===== src/rtl/sort4_controller_pkg.sv =====
// Shared types and constants for the small batch sorter: FSM state encoding and data widths.
// Imported by the controller, the comparator and the bench so all three agree on the widths.
package sort4_controller_pkg;

  localparam int ELEM_W = 8;
  localparam int CNT_W  = 6;

  typedef enum logic [1:0] {
    ST_LOAD = 2'd0,
    ST_SORT = 2'd1,
    ST_OUT  = 2'd2
  } state_t;

endpackage


===== src/rtl/eight_bit_comparator.sv =====
// Unsigned 8-bit magnitude comparator with one-hot less/greater/equal flags; purely combinational.
// It has no handshake of its own, so it never applies backpressure.
module eight_bit_comparator
  import sort4_controller_pkg::*;
(
  input  logic [ELEM_W-1:0] a,
  input  logic [ELEM_W-1:0] b,
  output logic              l_out,
  output logic              g_out,
  output logic              e_out
);

  assign l_out = (a < b);
  assign g_out = (a > b);
  assign e_out = (a == b);

endmodule


===== src/rtl/sort4_controller.sv =====
// Loads N bytes, bubble-sorts them in place at one compare per cycle (N-1 .. (N-1)^2 cycles), then streams them out in ascending order.
// in_ready is high only while loading; out_valid holds with stable data until out_ready.
module sort4_controller
  import sort4_controller_pkg::*;
#(
  parameter int N = 4
) (
  input  logic              clk,
  input  logic              rst,
  input  logic              in_valid,
  input  logic [ELEM_W-1:0] in_data,
  output logic              in_ready,
  output logic              out_valid,
  output logic [ELEM_W-1:0] out_data,
  input  logic              out_ready,
  output logic              busy,
  output logic              done,
  output logic [CNT_W-1:0]  cmp_count
);

  localparam int IDX_W = $clog2(N);
  localparam logic [IDX_W-1:0] LAST_IDX = IDX_W'(N - 1);
  localparam logic [IDX_W-1:0] LAST_J   = IDX_W'(N - 2);

  state_t             state_q, state_d;
  logic [IDX_W-1:0]   wr_idx_q, wr_idx_d;
  logic [IDX_W-1:0]   rd_idx_q, rd_idx_d;
  logic [IDX_W-1:0]   j_q, j_d;
  logic [IDX_W-1:0]   pass_q, pass_d;
  logic               swapped_q, swapped_d;
  logic [CNT_W-1:0]   cmp_count_q, cmp_count_d;
  logic [ELEM_W-1:0]  mem_q [N];
  logic [ELEM_W-1:0]  mem_d [N];

  logic [IDX_W-1:0]   j_nxt;
  logic [ELEM_W-1:0]  cmp_a, cmp_b;
  logic               l_out, g_out, e_out;
  logic               pass_swapped;

  assign j_nxt        = j_q + IDX_W'(1);
  assign cmp_a        = mem_q[j_q];
  assign cmp_b        = mem_q[j_nxt];
  assign pass_swapped = swapped_q | g_out;

  eight_bit_comparator u_cmp (
    .a     (cmp_a),
    .b     (cmp_b),
    .l_out (l_out),
    .g_out (g_out),
    .e_out (e_out)
  );

  always_comb begin
    state_d     = state_q;
    wr_idx_d    = wr_idx_q;
    rd_idx_d    = rd_idx_q;
    j_d         = j_q;
    pass_d      = pass_q;
    swapped_d   = swapped_q;
    cmp_count_d = cmp_count_q;
    mem_d       = mem_q;
    case (state_q)
      ST_LOAD: begin
        if (in_valid) begin
          mem_d[wr_idx_q] = in_data;
          if (wr_idx_q == LAST_IDX) begin
            state_d     = ST_SORT;
            wr_idx_d    = '0;
            j_d         = '0;
            pass_d      = '0;
            swapped_d   = 1'b0;
            cmp_count_d = '0;
          end else begin
            wr_idx_d = wr_idx_q + IDX_W'(1);
          end
        end
      end
      ST_SORT: begin
        cmp_count_d = cmp_count_q + CNT_W'(1);
        // Swap only on strictly greater so equal keys keep their load order.
        if (g_out) begin
          mem_d[j_q]   = cmp_b;
          mem_d[j_nxt] = cmp_a;
        end
        if (j_q == LAST_J) begin
          if (!pass_swapped || (pass_q == LAST_J)) begin
            state_d  = ST_OUT;
            rd_idx_d = '0;
          end else begin
            j_d       = '0;
            pass_d    = pass_q + IDX_W'(1);
            swapped_d = 1'b0;
          end
        end else begin
          j_d       = j_nxt;
          swapped_d = pass_swapped;
        end
      end
      ST_OUT: begin
        if (out_ready) begin
          if (rd_idx_q == LAST_IDX) begin
            state_d  = ST_LOAD;
            rd_idx_d = '0;
            wr_idx_d = '0;
          end else begin
            rd_idx_d = rd_idx_q + IDX_W'(1);
          end
        end
      end
      default: state_d = ST_LOAD;
    endcase
  end

  always_ff @(posedge clk) begin
    if (rst) begin
      state_q     <= ST_LOAD;
      wr_idx_q    <= '0;
      rd_idx_q    <= '0;
      j_q         <= '0;
      pass_q      <= '0;
      swapped_q   <= 1'b0;
      cmp_count_q <= '0;
    end else begin
      state_q     <= state_d;
      wr_idx_q    <= wr_idx_d;
      rd_idx_q    <= rd_idx_d;
      j_q         <= j_d;
      pass_q      <= pass_d;
      swapped_q   <= swapped_d;
      cmp_count_q <= cmp_count_d;
    end
  end

  // Element storage carries no reset; contents are only meaningful after a full load.
  always_ff @(posedge clk) begin
    mem_q <= mem_d;
  end

  assign in_ready  = (state_q == ST_LOAD);
  assign out_valid = (state_q == ST_OUT);
  assign busy      = (state_q == ST_SORT);
  assign out_data  = mem_q[rd_idx_q];
  assign done      = (state_q == ST_OUT) && out_ready && (rd_idx_q == LAST_IDX);
  assign cmp_count = cmp_count_q;

endmodule


===== config.mk =====
export PLATFORM = sky130hd
export DESIGN_NAME = sort4_controller
export DESIGN_NICKNAME = d
export VERILOG_FILES = /design/src/rtl/sort4_controller_pkg.sv /design/src/rtl/eight_bit_comparator.sv /design/src/rtl/sort4_controller.sv
export SDC_FILE = /design/constraint.sdc
export NUM_CORES = 1
export LEC_CHECK = 0
export ABC_AREA = 1
export BUFFER_PORTS_ARGS = -buffer_cell sky130_fd_sc_hd__buf_4
export CORE_UTILIZATION = 55
export CTS_CLUSTER_DIAMETER = 80
export CTS_CLUSTER_SIZE = 16
export DETAILED_ROUTE_END_ITERATION = 7
export PLACE_DENSITY = 0.73
export SLEW_MARGIN = 40
export SYNTH_ARGS = -nofsm -noshare
export SYNTH_HDL_FRONTEND = slang
export SYNTH_SLANG_ARGS = --single-unit

===== constraint.sdc =====
create_clock -name clk -period 4.1 [get_ports clk]
set_clock_uncertainty 0.2 [all_clocks]
set_input_delay 0.615 -clock clk [delete_from_list [all_inputs] [get_ports clk]]
set_output_delay 0.615 -clock clk [all_outputs]
set_load 0.005 [all_outputs]

== After elaboration in Yosys (flattened, before gate mapping) ==
Index checks and enable logic that the tools add are counted.

* Mux-type cells: 52
* Bitwise gates (word level): 5
* Magnitude comparators: 8
* Eq/ne operators: 15
* Reduce and logical (&&, ||, !) cells: 18
* $add $sub $neg: 5

{| class="wikitable"
|+ Operators by type and width
! cell !! count
|-
| $bwmux W32 || 3
|-
| $mux W8 || 9
|-
| $mux W32 || 2
|-
| $pmux W32 S2 || 1
|-
| $bmux W8 S2 || 3
|-
| $demux W8 S2 || 3
|-
| $mux W2 || 18
|-
| $pmux W2 S2 || 4
|-
| $ge A3 B3 Y1 const B || 4
|-
| $mux W6 || 2
|-
| $ne A2 B1 Y1 const B || 6
|-
| $not A2 Y3 || 4
|-
| $pmux W6 S2 || 1
|-
| $reduce_and A4 Y1 || 3
|-
| $eq A2 B2 Y1 const B || 5
|-
| $lt A3 B1 Y1 const B || 3
|-
| $add A2 B1 Y2 const B || 4
|-
| $gt A8 B8 Y1 || 1
|-
| $add A6 B1 Y6 const B || 1
|-
| $pmux W2 S3 || 1
|-
| $reduce_and A3 Y1 || 2
|-
| $reduce_and A6 Y1 || 1
|-
| $reduce_bool A2 Y1 || 3
|-
| $logic_and A1 B1 Y1 || 5
|-
| other kinds (10) || 14
|}

* Output and inout bits: 18
* Flip-flop bits (word level): 49
* Word-level logic and storage cells: 114
* Bits of input ports: 12

== Logic depth before layout (Yosys ltp) ==
Gate-level depths: netlist of run 1.

* Depth after elaboration: 12
* Mapped depth: 25
* Depth with buffers taken out: 22

== Cells and area by module ==
A second synthesis of run 1 with hierarchy kept.

* Cells, all modules: 623
* Area, all modules: 4,051.4 um^2

{| class="wikitable"
|+ By module, submodules not included
! module !! sequential area each (um^2) !! area each (um^2) !! instances !! cells each
|-
| sort4_controller || 1,301.2 || 3,807.4 || 1 || 585
|-
| eight_bit_comparator || 0.0 || 244.0 || 1 || 38
|}

== Worst setup path before layout of run 1 ==
Ideal clock, no wire load.

* Kind: register to register
* From: register j_q[0]
* To: register mem_q[10] in the netlist's numbering (enable)
* Setup time: 0.386 ns
* Arrival time: 3.051 ns
* Buffers on the path: 3
* Cell stages (with the launch flop): 18
* Data required time: 3.514 ns
* Path slack: 0.463 ns
* Period minus slack after synthesis: 3.637 ns
* Cell sequence: dfxtp_1 buf_2 inv_2 buf_4 ha_1 buf_2 inv_1 nand3_1 nand2_1 ha_1 nand2_1 nor2_1 nand2_1 nand2_1 nand2_1 o21ai_1 inv_1 a211oi_1

* Word-level cells in the longest chain between the ends: 8
* Elaborated cells on any way between the ends: 12
* Classes of those cells: add/sub (1); order compare (1); eq/ne (1); mux (6); bitwise (2); reduce/logical (1)

{| class="wikitable"
|+ Ends and longest elaborated chain
! item !! line !! RTL
|-
| from (decl) || sort4_controller.sv:28 || <nowiki>logic [IDX_W-1:0] j_q, j_d;</nowiki>
|-
| from (signal assigned) || sort4_controller.sv:127 || <nowiki>j_q <= j_d;</nowiki>
|-
| $add A2 B1 Y2 || sort4_controller.sv:40 || <nowiki>assign j_nxt = j_q + IDX_W'(1);</nowiki>
|-
| $not A2 Y3 (not written as such) || sort4_controller.sv:42 || <nowiki>assign cmp_b = mem_q[j_nxt];</nowiki>
|-
| $bmux W8 S2 || sort4_controller.sv:42 ||
|-
| $mux W8 (not written as such) (2 in series) || sort4_controller.sv:42 ||
|-
| $gt A8 B8 Y1 * || eight_bit_comparator.sv:14 || <nowiki>assign g_out = (a > b);</nowiki>
|-
| $ne A2 B1 Y1 (no source line) * || -- ||
|-
| $reduce_and A3 Y1 (no source line) * || -- ||
|-
| to (signal assigned) || sort4_controller.sv:136 || <nowiki>mem_q <= mem_d;</nowiki>
|-
| to (decl) || sort4_controller.sv:32 || <nowiki>logic [ELEM_W-1:0] mem_q [N];</nowiki>
|}

Every way passes the cells marked *; elsewhere a longest branch is shown, timed or not. The select of a mux whose other input is x is not followed.
A chain may end at the register's enable or synchronous reset.

== Worst setup path in the final report of run 1 ==
* From: register j_q[1]
* To: register mem_q[31] in the netlist's numbering (enable)

The elaborated chain is that of the path after synthesis.

==> reports/metrics.cfg, run 1 <==
[global_routing]
use_met1_pct=42.7
grt-ovfl-total=0
busiest_layer=met2
grt_max_degree=38
grt_usage_pct=33.8
grtUsageMet3_pct=5.82
grt_pass1_vias=3354
grt_pass1_wl_mm=16.5
antenna_found_initial=0
grt.met2_usage_pct=55.5

[synth]
synth.most_common_cell=nand2_1
ys_ff_latch=49
yosysTopAreaCell=edfxtp_1
synth_edf_count=32
synth_top_area_share_pct=27.0
synth_area_leaders=edfxtp_1 (27%), nand2_1 (17%), dfxtp_1 (9.6%)
synth_common_cells=nand2_1 (163), nand3_1 (46), inv_1 (40), nor2_1 (37), o21ai_0 (37)
syn_nets=540
yosysSeqAreaShare_pct=36.6
async_reset_ff_share_pct=0
synth.cell_area_um2=3560
synth_cell_types=30
syn_inst=506
ys_warn_count=0
synthFlopType=edfxtp_1
synth.avg_cell_area_um2=7.03

[cells_and_area]
syn2layout_area_growth_pct=11.3
final_core_utilization_pct=64.9
layout-drive-gt1-share_pct=11.0
fin_nets=569
antenna_cells=0

[die]
core-area_um2=6100
die_h_um=82.4
initial_core_util_pct=58.4
chipWidth_um=82.4
fp-row-count=28
pin_count=30
dieArea_um2=6790

[clocking]
cts-htree-levels=2
cts_max_path_buffers=2
holdBufCountCts=0
cts_root_buf=clkbuf_8
clkLatencyLatePin_ns=0.32
cts_setup_buffers=0
cts_resized=0
numCtsBuffers=5
cts_tree=yes
clk_pin_slew_ns=0.10
clock_sinks=49

[drt]
num_vias=3724
drtIter0Drc=461
first_pass_iters=5
wirelength_mm=10.8
ant_nets=0
drc=0
vias_per_cell=6.09
wl_per_cell_um=17.7

[min_path]
hp-class=reg2reg

[sta]
min_period_over_period_pct=86.8
rsz0062_at_grt=no
setup_viol=0
period_minus_slack_ns=3.56
maxSlewHeadroom_pct=54.6
fmax_mhz=281
drv_slew=0
tightest_slew_ns=0.681
hold_viol_final=0
setup-tns-final_ns=0
hold_slack_ns=0.269

[placement]
io_buffer_count=29
hpwl_mm=7.43
gp_congestion=0.916

[pwr]
peakVddDrop_uv=197
powerDensity_nw_per_um2=304
p_leak_nw=1.69

[critical_path]
cp-end-kind=register
critPathKind=reg2reg
cp_max_fo=12
crit_path_start_kind=register
arrival_ns=3.39
worstPathRequired_ns=3.93

[outcome]
outcome=finished clean

[job]
maxCapViolCount=0

## sequential cells by signal, summed over array words and instances (netlist names)
signal,cells
wr_idx_q,2
mem_q,32
state_q,2
swapped_q,1
cmp_count,6
pass_q,2
j_q,2
rd_idx_q,2
## power breakdown
part / internal (mW) / total, mW / switching (mW)
registers: 0.553 / 0.572 / 0.0185
logic: 0.113 / 0.316 / 0.203
clock network: 0.125 / 0.317 / 0.192
## final cells by class
type                            count  area, um2
Clock inverter                      3       23.8
Clock buffer                        5       68.8
Multi-Input combinational cell    390       1980
Sequential cell                    49       1300
Tap cell                           75       93.8
Inverter                           49        186
Timing Repair Buffer               40        300
Fill cell                         576       2140
## logic make-up after synthesis
group	count (synthesis)	share of synthesized area, %
and+or+nand+nor	259	30.5
AOI/OAI and AO/OA	108	17.2
buffers and inverters	67	7.70
DFF	49	36.6
adders and majority gates	22	7.74
xor gates and xnor gates	1	0.246
## worst paths after layout
check | slack (ns) | from | end | depth (start not counted)
max | 0.54 | j_q[1] | mem_q[31] | 15
min | 0.27 | swapped_q | swapped_q | 2
max reg2reg | 0.54 | j_q[1] | mem_q[31] | 15
min reg2reg | 0.27 | swapped_q | swapped_q | 2
## placed cells by master (no fill, tap or decap)
cell type,count
inv_1,40
a21o_1,1
o211ai_1,9
xnor2_1,1
clkinv_1,4
nor3b_1,1
nand4_1,2
o21ai_1,1
o22ai_1,32
a31oi_1,1
a21oi_1,25
ha_1,22
o21a_1,1
nor2_8,1
a211oi_1,1
buf_4,40
inv_4,2
nor2_4,3
nor2_2,2
dfxtp_1,17
nand2_1,163
clkbuf_8,5
edfxtp_1,32
inv_2,4
o21ai_0,37
nor2_1,36
nor3_1,5
inv_6,2
nand3_1,46
## routing by layer
| metal | wire length [um] | part of all wire [%] | up-vias |
|---|---|---|---|
| met3 | 1090 | 10 | 40 |
| li1 | - | - | 1777 |
| met1 | 4320 | 40 | 1676 |
| met5 | 0 | 0 | - |
| met4 | 415 | 3.8 | 0 |
| met2 | 5000 | 46 | 231 |
## critical path: stages, from the launching register on
cell	delay, ns
dfxtp_1	0.35
inv_2	0.15
ha_1	0.55
inv_1	0.27
nand3_1	0.17
nand2_1	0.13
ha_1	0.33
nand2_1	0.07
nor2_1	0.14
nand2_1	0.07
nand2_1	0.05
nand2_1	0.08
o21ai_1	0.19
o21ai_0	0.12
a31oi_1	0.16
buf_4	0.23
## metrics by stage
step / power [mW] / instance area (um2) / worst slack, ns / std cells
after floorplan: 0.787 / 3560 / 0.463 / 506
after global placement: 0.883 / 3860 / 0.743 / 603
after detailed placement: 0.889 / 3860 / 0.634 / 603
after CTS: 1.20 / 3960 / 0.599 / 611
after global routing: 1.26 / 3960 / 0.270 / 611
final: 1.20 / 3960 / 0.541 / 611
No activity file was read; power rests on OpenSTA's default activity.
==> run 2, diff against run 1 <==
==> constraint.sdc (replaced) <==
create_clock -name clk -period 4.23 [get_ports clk]
set_clock_uncertainty 0.2 [all_clocks]
set_input_delay 0.6345 -clock clk [delete_from_list [all_inputs] [get_ports clk]]
set_output_delay 0.6345 -clock clk [all_outputs]
set_load 0.005 [all_outputs]
==> reports/metrics.cfg, run 2 (synthesis gave the netlist of run 1 again) <==
[outcome]
outcome=finished clean

[critical_path]
cp-end-kind=register
critical_path.max_stage_delay_ns=0.57
cp_common_cell=nand2_1
worstPathRequired_ns=4.08
crit_buf_inv=5
cp_slowest_cell=ha_1
rr_startpoint=j_q[1]
crit_path_start_kind=register
cp_max_fo=12
startpoint=j_q[1]
path_cells=inv_2 > ha_1 > inv_1 > nand3_1 > nand2_1 > ha_1 > nand2_1 > inv_1 > nand2_1 > nand2_1 > nand2_1 > nand2_1 > nand2_1 > o21ai_1 > inv_1 > a211oi_1 > buf_4
crit_family=adder cells
critPathKind=reg2reg
arrival_ns=3.45

[cells_and_area]
final_cell_count_no_fill=611
layout_common_cells=nand2_1 (163), nand3_1 (46), inv_1 (40), buf_4 (40), o21ai_0 (37)
top_register=mem_q
post-route-cell-area_um2=3960
antenna_cells=0
fin_nets=569
layout-drive-gt1-share_pct=11.0
largest_reg_flops=32
syn2layout_area_growth_pct=11.4
final_core_utilization_pct=65.0
layout_commonest_cell=nand2_1

[sta]
fmax_mhz=278
hold_viol_final=0
maxSlewHeadroom_pct=59.7
tightest_slew_ns=0.603
min_period_over_period_pct=85.2
drv_slew=0
worst_slack_ns=0.627
setup_viol=0
setup-tns-final_ns=0
rsz0062_at_grt=no
period_minus_slack_ns=3.60

[drt]
drc=0
num_vias=3742
first_pass_iters=6
ant_nets=0
vias_per_cell=6.12
wirelength_mm=10.7
wl_per_cell_um=17.6
drtIter0Drc=480

[die]
chipWidth_um=82.4
die_h_um=82.4
pin_count=30
core-area_um2=6100
fp-row-count=28
dieArea_um2=6790
initial_core_util_pct=58.4

[global_routing]
grt-ovfl-total=0
grt_pass1_vias=3288
grt_pass1_wl_mm=16.0
grt_max_degree=38
grt_usage_pct=32.6
antenna_found_initial=0

[clocking]
cts-htree-levels=2
numCtsBuffers=5
cts_max_path_buffers=2
holdBufCountCts=0
cts_resized=0
clk_pin_slew_ns=0.10
cts_root_buf=clkbuf_8
clkLatencyLatePin_ns=0.32
cts_setup_buffers=0
cts_tree=yes
clock_sinks=49

[pwr]
p_seq_share_pct=47.2
p_int_mw=0.771
peakVddDrop_uv=152
combPwrFrac_pct=26.1
powerDensity_nw_per_um2=296
clkPwrFrac_pct=26.7
switching_share_pct=34.4
p_leak_nw=1.69
p_sw_mw=0.403

[placement]
pre_cts_ws_ns=0.729
io_buffer_count=29
hpwl_mm=7.32
place_area_um2=3860
placed_cells=603
gp_congestion=0.922

[min_path]
min_from=swapped_q
hp-class=reg2reg

[job]
maxCapViolCount=0

-- run 2: tightest hold or removal path, stage by stage (launching register included) --
cell	delay [ns]
dfxtp_1	0.32
nand2_1	0.06
a21oi_1	0.05
-- run 2: power groups by stage --
stage / clock [mW] / sequential (mW) / combinational (mW)
3_3_place_gp: 0 / 0.564 / 0.293
2_1_floorplan: 0 / 0.559 / 0.204
4_1_cts: 0.316 / 0.554 / 0.298
5_1_grt: 0.332 / 0.557 / 0.339
6_report: 0.313 / 0.555 / 0.307
3_5_place_dp: 0 / 0.565 / 0.297
-- run 2: layer usage --
metal / vias up / part of all wire [%] / GRT usage (%)
met3: 45 / 9.1 / 4.29
li1: 1779 / - / -
met5: - / 0 / 0
met4: 0 / 3.8 / 16.0
met2: 215 / 47 / 54.4
met1: 1703 / 40 / 41.4
-- run 2: metrics by stage --
step | total power, mW | hold slack, ns
finish | 1.17 | 0.267
global route | 1.23 | 0.283
CTS | 1.17 | 0.268
detailed placement | 0.862 | 0.252
global placement | 0.857 | 0.252
floorplan | 0.763 | 0.241
-- run 2: layout make-up --
type	instances	area [um2]
Inverter	49	186
Multi-Input combinational cell	390	1980
Clock inverter	3	28.8
Timing Repair Buffer	40	300
Sequential cell	49	1300
Fill cell	535	2130
Tap cell	75	93.8
Clock buffer	5	68.8
-- run 2: worst paths after layout --
path | to | cells past startpoint | slack [ns]
worst max-delay path | mem_q[15] | 17 | 0.63
worst min-delay path | swapped_q | 2 | 0.27
worst min register to register | swapped_q | 2 | 0.27
worst max register to register | mem_q[15] | 17 | 0.63
==> run 3, diff against run 2 <==
--- a/config.mk
+++ b/config.mk
@@ -6,7 +6,7 @@
 export NUM_CORES = 1
 export LEC_CHECK = 0
 export ABC_AREA = 1
-export BUFFER_PORTS_ARGS = -buffer_cell sky130_fd_sc_hd__buf_4
+export BUFFER_PORTS_ARGS = -buffer_cell sky130_fd_sc_hd__buf_2
 export CORE_UTILIZATION = 55
 export CTS_CLUSTER_DIAMETER = 80
 export CTS_CLUSTER_SIZE = 16
==> reports/metrics.cfg, run 3 (synthesis gave the netlist of run 1 again) <==
[outcome]
outcome=finished clean

[die]
chipWidth_um=82.4
initial_core_util_pct=58.4
dieArea_um2=6790
core-area_um2=6100
fp-row-count=28
pin_count=30
die_h_um=82.4

[clocking]
numCtsBuffers=5
cts_root_buf=clkbuf_8
cts_tree=yes
cts_resized=0
cts_max_path_buffers=2
clkLatencyLatePin_ns=0.31
clk_pin_slew_ns=0.10
holdBufCountCts=0
cts_setup_buffers=0
clock_sinks=49
cts-htree-levels=2

[sta]
drv_slew=0
setup-tns-final_ns=0
hold_slack_ns=0.270
min_period_over_period_pct=84.1
tightest_slew_ns=0.834
rsz0062_at_grt=no
fmax_mhz=281
maxSlewHeadroom_pct=44.2
hold_viol_final=0
setup_viol=0
period_minus_slack_ns=3.56
worst_slack_ns=0.671

[cells_and_area]
layout_common_cells=nand2_1 (163), nand3_1 (46), inv_1 (40)
fin_nets=569
top_register=mem_q
post-route-cell-area_um2=3890
fill_cells=569
layout_commonest_cell=nand2_1
layout-drive-gt1-share_pct=10.8
final_cell_count_no_fill=611
largest_reg_flops=32
antenna_cells=0
syn2layout_area_growth_pct=9.25

[pwr]
switching_share_pct=34.1
p_sw_mw=0.393
p_seq_share_pct=48.1
peakVddDrop_uv=198
combPwrFrac_pct=25.3
powerDensity_nw_per_um2=297
p_leak_nw=1.67
clkPwrFrac_pct=26.6
p_int_mw=0.760

[global_routing]
grt_max_degree=38
grt_pass1_wl_mm=16.3
grt_usage_pct=32.6
grt-ovfl-total=0
grt_pass1_vias=3345
antenna_found_initial=0

[drt]
vias_per_cell=6.08
drc=0
wl_per_cell_um=17.0
first_pass_iters=5
ant_nets=0
num_vias=3712
wirelength_mm=10.4
drtIter0Drc=445

[placement]
place_area_um2=3790
placed_cells=603
gp_congestion=0.966
io_buffer_count=29
hpwl_mm=7.08
pre_cts_ws_ns=0.728

[critical_path]
cp-end-kind=register
crit_path_start_kind=register
critPathKind=reg2reg
cp_max_fo=12
arrival_ns=3.39
worstPathRequired_ns=4.06

[min_path]
hp-class=reg2reg

[job]
maxCapViolCount=0

==> run 3: changes by cell type in the layout (fill, tap and decap cells not counted) <==
| cell | before | now |
|---|---|---|
| buf_4 | 40 | 11 |
| nor2_2 | 2 | 1 |
| inv_8 | 1 | 0 |
| buf_2 | 0 | 29 |
| inv_6 | 2 | 3 |
| nor2_1 | 36 | 37 |
==> run 3: metal layers <==
metal | vias to the layer above | share of wire, % | GRT usage (%)
met2 | 186 | 47 | 53.8
met5 | - | 0 | 0
met3 | 31 | 8.9 | 4.73
met4 | 0 | 2.5 | 12.3
li1 | 1782 | - | -
met1 | 1713 | 42 | 43.2
==> run 3: layout make-up <==
type / count / area (um2) / area share, %
multi-input combinational: 390 / 1980 / 51.0
sequential: 49 / 1300 / 33.5
timing repair buffer: 40 / 228 / 5.86
inverter: 49 / 186 / 4.80
tap: 75 / 93.8 / 2.41
clock buffer: 5 / 68.8 / 1.77
clock inverter: 3 / 26.3 / 0.676
==> run 3: path summary, 6_finish.rpt <==
check / startpoint / to / slack (ns) / cells after the start
hold / removal: pass_q[1] / pass_q[1] / 0.27 / 2
setup / recovery: j_q[1] / mem_q[11] / 0.67 / 15
setup reg to reg: j_q[1] / mem_q[11] / 0.67 / 15
hold reg to reg: pass_q[1] / pass_q[1] / 0.27 / 2
==> run 3: stage by stage <==
stage	power, mW	util [%]
global placement	0.846	62.2
finish	1.15	63.8
CTS	1.15	63.8
global route	1.21	63.8
floorplan	0.763	-
detailed placement	0.849	62.2
==> run 3: power by group through the flow <==
stage	Sequential (mW)	Combinational (mW)	Clock (mW)
finish	0.554	0.292	0.306
floorplan	0.559	0.204	0
global placement	0.564	0.282	0
CTS	0.553	0.286	0.307
detailed placement	0.564	0.285	0
global route	0.557	0.329	0.326
==> run 3: critical path, stage by stage (launching register included) <==
cell and delay [ns]:
dfxtp_1 0.35, inv_2 0.14, ha_1 0.56, inv_1 0.27
nand3_1 0.17, nand2_1 0.12, ha_1 0.33, nand2_1 0.07
nor2_1 0.14, nand2_1 0.07, nand2_1 0.05, nand2_1 0.07
o21ai_1 0.19, inv_1 0.08, a211oi_1 0.24, buf_4 0.22
